File: config.mk
export PLATFORM = sky130hd
export DESIGN_NAME = led_bank_ctrl
export DESIGN_NICKNAME = d
export VERILOG_FILES = /design/src/rtl/led_bank_ctrl_pkg.sv /design/src/rtl/led_bank_ctrl_channel.sv /design/src/rtl/led_bank_ctrl.sv
export SDC_FILE = /design/constraint.sdc
export NUM_CORES = 1
export LEC_CHECK = 0
export ABC_CLOCK_PERIOD_IN_PS = 2100
export BUFFER_PORTS_ARGS = -buffer_cell sky130_fd_sc_hd__buf_4
export CORE_ASPECT_RATIO = 0.5
export CORE_MARGIN = 5
export CORE_UTILIZATION = 48
export DETAILED_ROUTE_END_ITERATION = 12
export GPL_ROUTABILITY_DRIVEN = 0
export GPL_TIMING_DRIVEN = 0
export PLACE_DENSITY = 0.73
export SYNTH_ARGS = -nofsm -noshare
export SYNTH_HDL_FRONTEND = slang
export SYNTH_SLANG_ARGS = --single-unit
File: constraint.sdc
create_clock -name clk -period 2.1 [get_ports clk]
set_clock_uncertainty 0.1 [all_clocks]
set_input_delay 0.315 -clock clk [delete_from_list [all_inputs] [get_ports clk]]
set_output_delay 0.315 -clock clk [all_outputs]
set_load 0.01 [all_outputs]
File: src/rtl/led_bank_ctrl_pkg.sv
// led_bank_ctrl_pkg: shared mode encoding and widths for the LED bank controller
package led_bank_ctrl_pkg;
    localparam int MODE_W = 2;
    localparam int CH_W   = 4;
    typedef enum logic [MODE_W-1:0] {
        LED_MODE_OFF   = 2'd0,
        LED_MODE_ON    = 2'd1,
        LED_MODE_BLINK = 2'd2,
        LED_MODE_PWM   = 2'd3
    } led_mode_e;
endpackage

File: src/rtl/led_bank_ctrl_channel.sv
// led_channel: one LED channel with mode/duty registers and a registered output mux.
// Defining LED_ACTIVE_LOW_EN inverts the output register, including its reset value.
module led_channel import led_bank_ctrl_pkg::*; #(
    parameter int PWM_BITS = 8
) (
    input  logic                clk,
    input  logic                rst,
    input  logic                we_i,
    input  led_mode_e           mode_i,
    input  logic [PWM_BITS-1:0] duty_i,
    input  logic [PWM_BITS-1:0] pwm_cnt_i,
    input  logic                phase_i,
    output logic                led_o
);
`ifdef LED_ACTIVE_LOW_EN
    localparam logic INV = 1'b1;
`else
    localparam logic INV = 1'b0;
`endif
    led_mode_e           mode_q, mode_d;
    logic [PWM_BITS-1:0] duty_q, duty_d;
    logic                led_q, led_d;

    // Next-state for the configuration registers and the drive value from the current ones
    always_comb begin
        mode_d = we_i ? mode_i : mode_q;
        duty_d = we_i ? duty_i : duty_q;
        led_d  = INV ^ ((mode_q == LED_MODE_ON) ||
                        (mode_q == LED_MODE_BLINK && phase_i) ||
                        (mode_q == LED_MODE_PWM && pwm_cnt_i < duty_q));
    end

    // Channel state registers; output resets to the inactive level
    always_ff @(posedge clk or posedge rst) begin
        if (rst) begin
            mode_q <= LED_MODE_OFF;
            duty_q <= '0;
            led_q  <= INV;
        end else begin
            mode_q <= mode_d;
            duty_q <= duty_d;
            led_q  <= led_d;
        end
    end

    assign led_o = led_q;
endmodule

File: src/rtl/led_bank_ctrl.sv
// led_bank_ctrl: N_LED-channel LED driver with shared prescaler, PWM and blink timebases.
// Optional LED_ACTIVE_LOW_EN makes every led output active-low.
module led_bank_ctrl import led_bank_ctrl_pkg::*; #(
    parameter int N_LED       = 4,
    parameter int PRESCALE    = 1000,
    parameter int PWM_BITS    = 8,
    parameter int BLINK_TICKS = 250
) (
    input  logic                clk,
    input  logic                rst,
    input  logic                wr_en,
    input  logic [CH_W-1:0]     wr_ch,
    input  logic [MODE_W-1:0]   wr_mode,
    input  logic [PWM_BITS-1:0] wr_duty,
    output logic [N_LED-1:0]    led,
    output logic                tick
);
    localparam int PS_W = $clog2(PRESCALE);
    localparam int BL_W = BLINK_TICKS > 1 ? $clog2(BLINK_TICKS) : 1;

    logic [PS_W-1:0]     presc_q, presc_d;
    logic [PWM_BITS-1:0] pwm_q, pwm_d;
    logic [BL_W-1:0]     blink_q, blink_d;
    logic                phase_q, phase_d;
    logic                tick_q, tick_en, bl_wrap;

    // Timebase next-state: the tick pulse is registered, counters advance on the same edge
    always_comb begin
        tick_en = presc_q == PS_W'(PRESCALE - 1);
        bl_wrap = tick_en && blink_q == BL_W'(BLINK_TICKS - 1);
        presc_d = tick_en ? '0 : presc_q + 1'b1;
        pwm_d   = tick_en ? pwm_q + 1'b1 : pwm_q;
        blink_d = bl_wrap ? '0 : tick_en ? blink_q + 1'b1 : blink_q;
        phase_d = phase_q ^ bl_wrap;
    end

    // Shared timebase registers
    always_ff @(posedge clk or posedge rst) begin
        if (rst) begin
            presc_q <= '0;
            pwm_q   <= '0;
            blink_q <= '0;
            phase_q <= 1'b0;
            tick_q  <= 1'b0;
        end else begin
            presc_q <= presc_d;
            pwm_q   <= pwm_d;
            blink_q <= blink_d;
            phase_q <= phase_d;
            tick_q  <= tick_en;
        end
    end

    assign tick = tick_q;

    // Out-of-range channel indices match no instance, so such writes vanish
    for (genvar i = 0; i < N_LED; i++) begin : g_ch
        led_channel #(.PWM_BITS(PWM_BITS)) u_ch (
            .clk       (clk),
            .rst       (rst),
            .we_i      (wr_en && wr_ch == CH_W'(i)),
            .mode_i    (led_mode_e'(wr_mode)),
            .duty_i    (wr_duty),
            .pwm_cnt_i (pwm_q),
            .phase_i   (phase_q),
            .led_o     (led[i])
        );
    end
endmodule
# After elaboration in Yosys (flattened, before gate mapping)
# Cells that the tools add are included.
# word_totals
ff_bits	72
input_bits	17
output_inout_bits	5
# op_classes
n_addsub	3
order_cmp	4
eq_ne	17
mux	3
n_bitwise	1
reduce_logical	23
# op_table
operator	count
$lt 8x8->1	4
$add 8x1->8 const B	2
$eq 2x2->1 const B	8
$mux 8	2
$logic_and 1x1->1	13
$add 10x1->10 const B	1
$eq 10x10->1 const B	1
$mux 10	1
$eq 2x1->1 const B	4
$eq 4x2->1 const B	2
$eq 8x8->1 const B	1
$logic_or 1x1->1	8
$eq 4x1->1 const B	1
$logic_not 4->1	1
$reduce_bool 2->1	1
$xor 1x1->1	1

# Depth between registers and ports, before layout
# Gate-level depths: netlist (run 1).
# depth
ltp_word	4
depth_mapped	7
ltp_nobuf	6

# By module
# From an unflattened synthesis (run 1), not the netlist that was laid out.
# hier_totals
hier_cells	376
area_unflattened_um2	3734.8
# modules_own_cells
module	n_inst	cells_per_inst	area_per_inst_um2
led_channel	4	59	589.3
led_bank_ctrl	1	140	1377.6

# Least setup slack after synthesis (run 1)
# No wires, ideal clock.
# synth_timing
path_kind	register to register
startpoint	reg presc_q[0]
endpoint	reg blink_q[7]
t_arrival_ns	1.540
required_time_ns	1.868
path_slack_ns	0.328
path_stages_with_launch	7
period_less_slack_ns	1.772
cell_sequence	dfrtp_1 > ha_1 > nand4_1 > or3_4 > buf_6 > o41ai_2 > o21ai_1
# synth_via
elab_chain_cells	3
word_cells_on_any_way	4
cone_classes	eq/ne: 1; mux: 1; reduce/logical: 2
# synth_rtl
element	line	source
start: declaration	led_bank_ctrl.sv:21	logic [PS_W-1:0] presc_q, presc_d;
start signal: assignment	led_bank_ctrl.sv:46	presc_q <= presc_d;
$eq 10x10->1 (*)	led_bank_ctrl.sv:29	tick_en = presc_q == PS_W'(PRESCALE - 1);
$logic_and 1x1->1	led_bank_ctrl.sv:30	bl_wrap = tick_en && blink_q == BL_W'(BLINK_TICKS - 1);
$mux 8 or $reduce_bool 2->1 (tied branches)	-	
end signal: assignment	led_bank_ctrl.sv:48	blink_q <= blink_d;
end: declaration	led_bank_ctrl.sv:23	logic [BL_W-1:0] blink_q, blink_d;
# Mark *: on every way between the ends. The rest lies on a longest branch, timed or not.
# A chain may end at the register's enable or synchronous reset.

# Final worst setup path (run 1)
# layout_timing
startpoint	reg presc_q[0]
endpoint	reg blink_q[2]
# The elaborated chain is that of the path after synthesis.

==> impl_results.md, run 1 <==
* Core area at 7490 sq um
* Yosys top cell by area: dfrtp_1
* Switching power as a share of total power at 24.1%
* Die width at 135 microns
* Tmin final at 1960 ps
* H-tree depth at 3
* Largest net degree at the start of global routing at 38
* Outcome: complete, no violations
* Nets@finish at 422
* Drt pass-1 iters at 4
* Max FO, Critical Path at 7
* IO Pins at 22
* FMAX at 511 MHz
* Register share of total power at 41.8%
* Post-cts repair resize count at 0
* Initial Util at 50.4%
* CTS root buf: clkbuf_16
* Routed wire length on met2 at 3700 microns
* Synth Instances at 340
* Worst Setup Start Kind: flop
* Via Count at 2,580
* Sequential share of the synthesized area at 47.8%
* Hold_buf cts at 0
* Final slew viol count at 0
* Final cell count without fillers at 486
* WL met1 at 3370 microns
* Final wirelength at 7440 microns
* VDD IR-drop max at 0.374 mV
* Worst path required time at 2220 ps
* Slew headroom at 39.3%
* PortBufs at 21
* Initial antenna violation count at 0
* Synthesized area at 3770 sq um
* Vias per cell at 5.31
* Initial DRC count at 119
* Synth Register Bits at 72
* Antenna cell count at 0
* Post-CTS Setup Repair Bufs at 0
* Placed cells at 470
* Clock Pin Slew Worst Setup and Hold Paths at 60 ps
* Share of the synthesized area in the top cell type at 47.8%
* Crit path from: presc_q[0]$_DFF_PP0_
* Largest buffer count on any clock path at 2
* Mean post-synth cell area at 11.1 sq um
* Critical Path AT at 2080 ps
* Number of buffers created by CTS at 9
* Worst hold path class: primary input to asynchronous set/reset pin
* Sw power at 979 uW
* TritonCTS clock tree: yes
* Type of element capturing the critical path: flop
* Power share of the clock group at 42.6%
* Comb pwr share at 15.6%
* Clk sinks at 72
* RSZ-0062 raised after global routing: no
* Fillers at 601
* Internal power at 3090 uW
* Synth warn at 0
* Fin Setup TNS at 0 ps
* GRT Residual Overflow at 0
* Leakage at 0.00211 uW
* Rows at 22
* Max_cap viols at 0
* DRC violations left at 0
* Total Routing Usage GR at 16.8%
* Critical path class: flop to flop
* Final setup viols at 0
* Area Growth Syn to Fin at 17.4%
* Net count after synthesis at 389
* Ranking of synthesized cells by area: dfrtp_1 (48%), mux2_2 (12%), ha_1 (11%)
* Detailed placement HPWL at 5340 microns
* PwrDens at 919 nW/um^2
* Fin util at 59.1%
* Hold Vio Cnt, Final at 0
* Routed length per placed instance at 15.3 microns
* First-pass GRT wire length at 12,800 microns
* Met3 WL post-DR at 256 microns
* Number of global-route vias before repair at 2,706
* Die H at 72.7 microns
* Tcrit/Tclk final at 93.2%
* DRT antenna net count at 0
* Final Total Pwr at 4070 uW
* Die area at 9840 sq um
* Layout cells sized above 1 at 24.6%
* Later-pin clock latency in the skew report at 340 ps
* Worst hold slack at 15.5 ps
* Worst r2r src: presc_q[0]$_DFF_PP0_
* Slew @ Worst Pin at 906 ps
* Top Layer Used: met4
* Netlist cell types at 41
==> layout by cell type (no fill, tap or decap), drive strengths merged, types with 2 or more instances in the layout <==
cell and n:
dfrtp 72, mux2 40, inv 38, ha 32, buf 29, nand2 25
nand4 16, a21oi 16, nor2 13, clkbuf 12, o21ai 11, xnor2 9
nand3 7, nand2b 5, a21o 5, and3 4, xor2 4, mux2i 4
a41oi 4, or3 4, a31oi 3, bufinv 3, nand4b 2, and4 2
nor4 2, o41ai 2, clkinvlp 2, clkinv 2, nor3 2
==> final timing paths <==
check / slack (ps) / depth (start not counted) / endpoint
min in group clk: 130 / 2 / g_ch[1].u_ch.duty_q[1]$_DFFE_PP0P_
setup / recovery: 140 / 6 / blink_q[2]$_DFFE_PP0P_
hold reg to reg: 370 / 1 / presc_q[0]$_DFF_PP0_
setup reg to reg: 140 / 6 / blink_q[2]$_DFFE_PP0P_
max in group asynchronous: 1240 / 3 / presc_q[4]$_DFF_PP0_
hold / removal: 20 / 2 / g_ch[2].u_ch.duty_q[1]$_DFFE_PP0P_
==> area by class of cell <==
cell class | instances | area, sq um | area share (%)
buffer | 9 | 65.1 | 1.47
clock buffer | 10 | 229 | 5.17
clock inverter | 6 | 108 | 2.43
inverter | 39 | 150 | 3.39
multi-input combinational | 220 | 1760 | 39.8
sequential | 72 | 1800 | 40.7
tap | 108 | 135 | 3.05
timing repair buffer | 22 | 178 | 4.01
==> power by group through the flow <==
stage | Combinational (uW) | Clock (uW) | Sequential, uW
2_1_floorplan | 460 | 0 | 1690
3_3_place_gp | 603 | 0 | 1720
3_5_place_dp | 637 | 0 | 1730
4_1_cts | 643 | 1760 | 1700
5_1_grt | 715 | 1830 | 1730
6_report | 637 | 1730 | 1700
==> cell usage after synthesis (all sizes together) <==
library cell,number
nor4,2
inv,39
nor2,13
and4b,1
or3,4
a21o,5
o31ai,1
nand4b,2
and2,1
mux2i,4
and3,4
buf,7
a311oi,1
nand4,16
and4,2
nand2,25
o21ai,11
o22a,1
nand2b,5
or2,1
a21oi,16
nor3,2
clkbuf,2
xnor2,9
xor2,4
o41ai,2
dfrtp,72
nor3b,1
nand3,7
a31oi,3
nand3b,1
mux2,40
a41oi,4
ha,32
==> logic make-up after synthesis <==
group	share of synthesized area, %
multiplexers	13.0
AND/OR/NAND/NOR	12.4
XOR/XNOR	3.02
flip-flops	47.8
adder cells (fa/ha/maj)	10.6
buffers and inverters	5.61
AO/OA/AOI/OAI	7.53
==> metrics by stage <==
stage / worst slack [ps] / instance area [sq um]
after global placement: 123 / 4070
final: 143 / 4430
after floorplan: 328 / 3770
after CTS: 127 / 4420
after detailed placement: 46.4 / 4090
after global routing: 5.89 / 4430
==> layer usage <==
layer | vias to the layer above | global-route usage, %
li1 | 1259 | -
met1 | 1279 | 20.4
met2 | 33 | 29.0
met3 | 9 | 4.75
met4 | 0 | 6.37
met5 | - | 0
==> worst max-delay path, cell delays in order, from the launching register on <==
cell     delay [ps]
dfrtp_1         370
ha_2            240
nand4_1         190
or3_4           450
inv_2           140
nand2_1          90
o31ai_1         260
==> flip-flops by register name, summed over array words and instances, names as in the netlist <==
signal	flops
presc_q	10
blink_q	8
tick	1
g_ch.u_ch.mode_q	8
g_ch.u_ch.duty_q	32
phase_q	1
g_ch.u_ch.led_o	4
pwm_q	8
Power figures use the tool's default switching activity.
==> run 2, diff against run 1 <==
--- a/config.mk
+++ b/config.mk
@@ -7,13 +7,16 @@
 export LEC_CHECK = 0
 export ABC_CLOCK_PERIOD_IN_PS = 2100
 export BUFFER_PORTS_ARGS = -buffer_cell sky130_fd_sc_hd__buf_4
+export CELL_PAD_IN_SITES_DETAIL_PLACEMENT = 1
+export CELL_PAD_IN_SITES_GLOBAL_PLACEMENT = 1
 export CORE_ASPECT_RATIO = 0.5
 export CORE_MARGIN = 5
-export CORE_UTILIZATION = 48
+export CORE_UTILIZATION = 42
 export DETAILED_ROUTE_END_ITERATION = 12
 export GPL_ROUTABILITY_DRIVEN = 0
 export GPL_TIMING_DRIVEN = 0
-export PLACE_DENSITY = 0.73
+export PLACE_DENSITY = 0.78
+export RECOVER_POWER = 50
 export SYNTH_ARGS = -nofsm -noshare
 export SYNTH_HDL_FRONTEND = slang
 export SYNTH_SLANG_ARGS = --single-unit
==> impl_results.md, run 2 (synthesis gave the netlist of run 1 again) <==
* IO Pins at 22 (unchanged)
* Final Total Pwr at 4000 uW (was 4070 uW)
* Final cell count without fillers at 498 (was 486)
* TritonCTS clock tree: yes (unchanged)
* Top reg by flops: g_ch.u_ch.duty_q (unchanged)
* Cell count of the worst reg-to-reg path at 6 (unchanged)
* Placed cells at 480 (was 470)
* Area Growth Syn to Fin at 17.5% (was 17.4%)
* Die H at 77.0 microns (was 72.7 microns)
* Nets@finish at 425 (was 422)
* Critical path class: flop to flop (unchanged)
* Number of buffers created by CTS at 9 (unchanged)
* Most common library cell in the layout ignoring fill and taps: dfrtp_1 (unchanged)
* Slew headroom at 33.5% (was 39.3%)
* Max_cap viols at 0 (unchanged)
* Worst Setup Start Kind: flop (unchanged)
* Final slew viol count at 0 (unchanged)
* Detailed placement HPWL at 6480 microns (was 5340 microns)
* CTS root buf: clkbuf_16 (unchanged)
* Clock Pin Slew Worst Setup and Hold Paths at 60 ps (about the same)
* Worst hold path class: primary input to flop (was primary input to asynchronous set/reset pin)
* Initial Util at 43.2% (was 50.4%)
* Drt pass-1 iters at 4 (unchanged)
* Multi-input gate area at 1760 sq um (about the same)
* Register Area at 1800 sq um (unchanged)
* Critical Path AT at 2080 ps (about the same)
* Final setup viols at 0 (unchanged)
* Hold Vio Cnt, Final at 0 (unchanged)
* Fin util at 50.7% (was 59.1%)
* PortBufs at 21 (unchanged)
* Largest register FFs at 32 (unchanged)
* Top Registers: g_ch.u_ch.duty_q (32), presc_q (10) (unchanged)
* RSZ-0062 raised after global routing: no (unchanged)
* DRT antenna net count at 0 (unchanged)
* Total Routing Usage GR at 17.9% (was 16.8%)
* RR Endpoint: pwm_q[3]$_DFFE_PP0N_ (was blink_q[2]$_DFFE_PP0P_)
* VDD IR-drop max at 0.408 mV (was 0.374 mV)
* Final wirelength at 9030 microns (was 7440 microns)
* H-tree depth at 3 (unchanged)
* Later-pin clock latency in the skew report at 340 ps (about the same)
* Crit path from: presc_q[0]$_DFF_PP0_ (unchanged)
* Most common cell on crit path: nand4_1
* Fillers at 956 (was 601)
* Tcrit/Tclk final at 93.8% (was 93.2%)
* Max FO, Critical Path at 7 (unchanged)
* Outcome: complete, no violations (unchanged)
* Antenna cell count at 0 (unchanged)
* Hold Path Depth at 2
* Tmin final at 1970 ps (was 1960 ps)
* Initial antenna violation count at 0 (unchanged)
* Worst path required time at 2210 ps (was 2220 ps)
* Die width at 144 microns (was 135 microns)
* Die area at 11,100 sq um (was 9840 sq um)
* Via Count at 2,723 (was 2,580)
* Crit path to: pwm_q[3]$_DFFE_PP0N_ (was blink_q[2]$_DFFE_PP0P_)
* Slowest-stage cell, CP: or3_4 (unchanged)
* Vias per cell at 5.47 (was 5.31)
* Core area at 8740 sq um (was 7490 sq um)
* DRC violations left at 0 (unchanged)
* Crit path largest cell delay at 450 ps (about the same)
* Pre-CTS setup slack at -40.0 ps (was 46.4 ps)
* Leakage at 0.00210 uW (was 0.00211 uW)
* Type of element capturing the critical path: flop (unchanged)
* Worst-path cell chain: ha_1 > nand4_1 > or3_4 > inv_2 > nand4_1 > xnor2_1 (was ha_2 > nand4_1 > or3_4 > inv_2 > nand2_1 > o31ai_1)
* Most frequent cells in the layout: dfrtp_1 (72), mux2_2 (40), inv_1 (37), ha_1 (32), nand2_1 (25) (was dfrtp_1 (72), mux2_2 (40), inv_1 (37), ha_1 (31))
* Layout cells sized above 1 at 22.8% (was 24.6%)
* Rows at 24 (was 22)
* Slew @ Worst Pin at 992 ps (was 906 ps)
* First-pass GRT wire length at 15,400 microns (was 12,800 microns)
* Worst r2r src: presc_q[0]$_DFF_PP0_ (unchanged)
* Initial DRC count at 118 (was 119)
* Largest net degree at the start of global routing at 30 (was 38)
* GRT Residual Overflow at 0 (unchanged)
* R2r setup slk at 130 ps (was 140 ps)
* Clk sinks at 72 (unchanged)
* Routed length per placed instance at 18.1 microns (was 15.3 microns)
* PwrDens at 904 nW/um^2 (was 919 nW/um^2)
* Largest buffer count on any clock path at 2 (unchanged)
* FMAX at 508 MHz (was 511 MHz)
* Worst setup slack after layout at 130 ps (was 143 ps)
* Number of global-route vias before repair at 3,093 (was 2,706)
[run 2: changes by cell type in the layout (fill, tap and decap cells not counted), moves of 2 or more]
cell        previous run  this run
buf_4                 25        19
clkbuf_1               3        10
clkbuf_4               0         2
clkinvlp_4             2         0
[run 2: final cells by class]
cell class	instances	share of cell area, %
Tap cell	117	3.31
Multi-Input combinational cell	220	39.7
Clock buffer	13	5.65
Inverter	39	3.33
Buffer	9	1.47
Sequential cell	72	40.7
Timing Repair Buffer	25	4.41
Clock inverter	3	1.47
[run 2: critical path: cells and delay by family, from the launching register on]
family,cells,cell delay [ps]
DFF,1,360
adders and majority gates,1,250
and+or+nand+nor,3,810
buffers and inverters,1,150
xor gates and xnor gates,1,170
[run 2: how the worst min path moves through the flow]
stage                                    start                                  to  slack (ps)
after floorplan           presc_q[0]$_DFF_PP0_                presc_q[0]$_DFF_PP0_         330
after global placement    presc_q[0]$_DFF_PP0_                presc_q[0]$_DFF_PP0_         350
after detailed placement                   rst              blink_q[3]$_DFFE_PP0P_         270
after CTS                           wr_duty[3]  g_ch[3].u_ch.duty_q[3]$_DFFE_PP0P_         130
after global routing                wr_duty[0]  g_ch[1].u_ch.duty_q[0]$_DFFE_PP0P_         130
final                               wr_duty[0]  g_ch[0].u_ch.duty_q[0]$_DFFE_PP0P_         130
[run 2: stage by stage]
stage | setup TNS [ps] | hold slack, ps | instance area, sq um
2_1_floorplan | 0 | 330 | 3770
3_3_place_gp | 0 | 346 | 4080
3_5_place_dp | -324 | 274 | 4130
4_1_cts | 0 | 125 | 4450
5_1_grt | 0 | 132 | 4430
6_report | 0 | 134 | 4430
[run 2: what timing repair did]
item / 4_1_cts / 5_1_grt
setup endpoints to repair: 0 / 3
buffers inserted: 0 / 1
endpoints found under the hold margin: 19 / 0
hold buffers: 1 / 0
resized for setup: 0 / 0
[run 2: where the power goes]
part | switching [uW] | internal [uW] | total [uW]
clock | 571 | 1070 | 1640
combinational | 321 | 328 | 649
sequential | 118 | 1590 | 1710
total | 1010 | 2990 | 4000
[run 2: routing by layer]
layer | share of wire [%] | vias to the layer above | routed length, microns | global-route usage (%)
li1 | - | 1266 | - | -
met3 | 2.5 | 18 | 224 | 4.47
met5 | 0 | - | 0 | 0
met2 | 52 | 38 | 4700 | 31.1
met4 | 2.6 | 0 | 238 | 7.80
met1 | 43 | 1401 | 3870 | 21.0
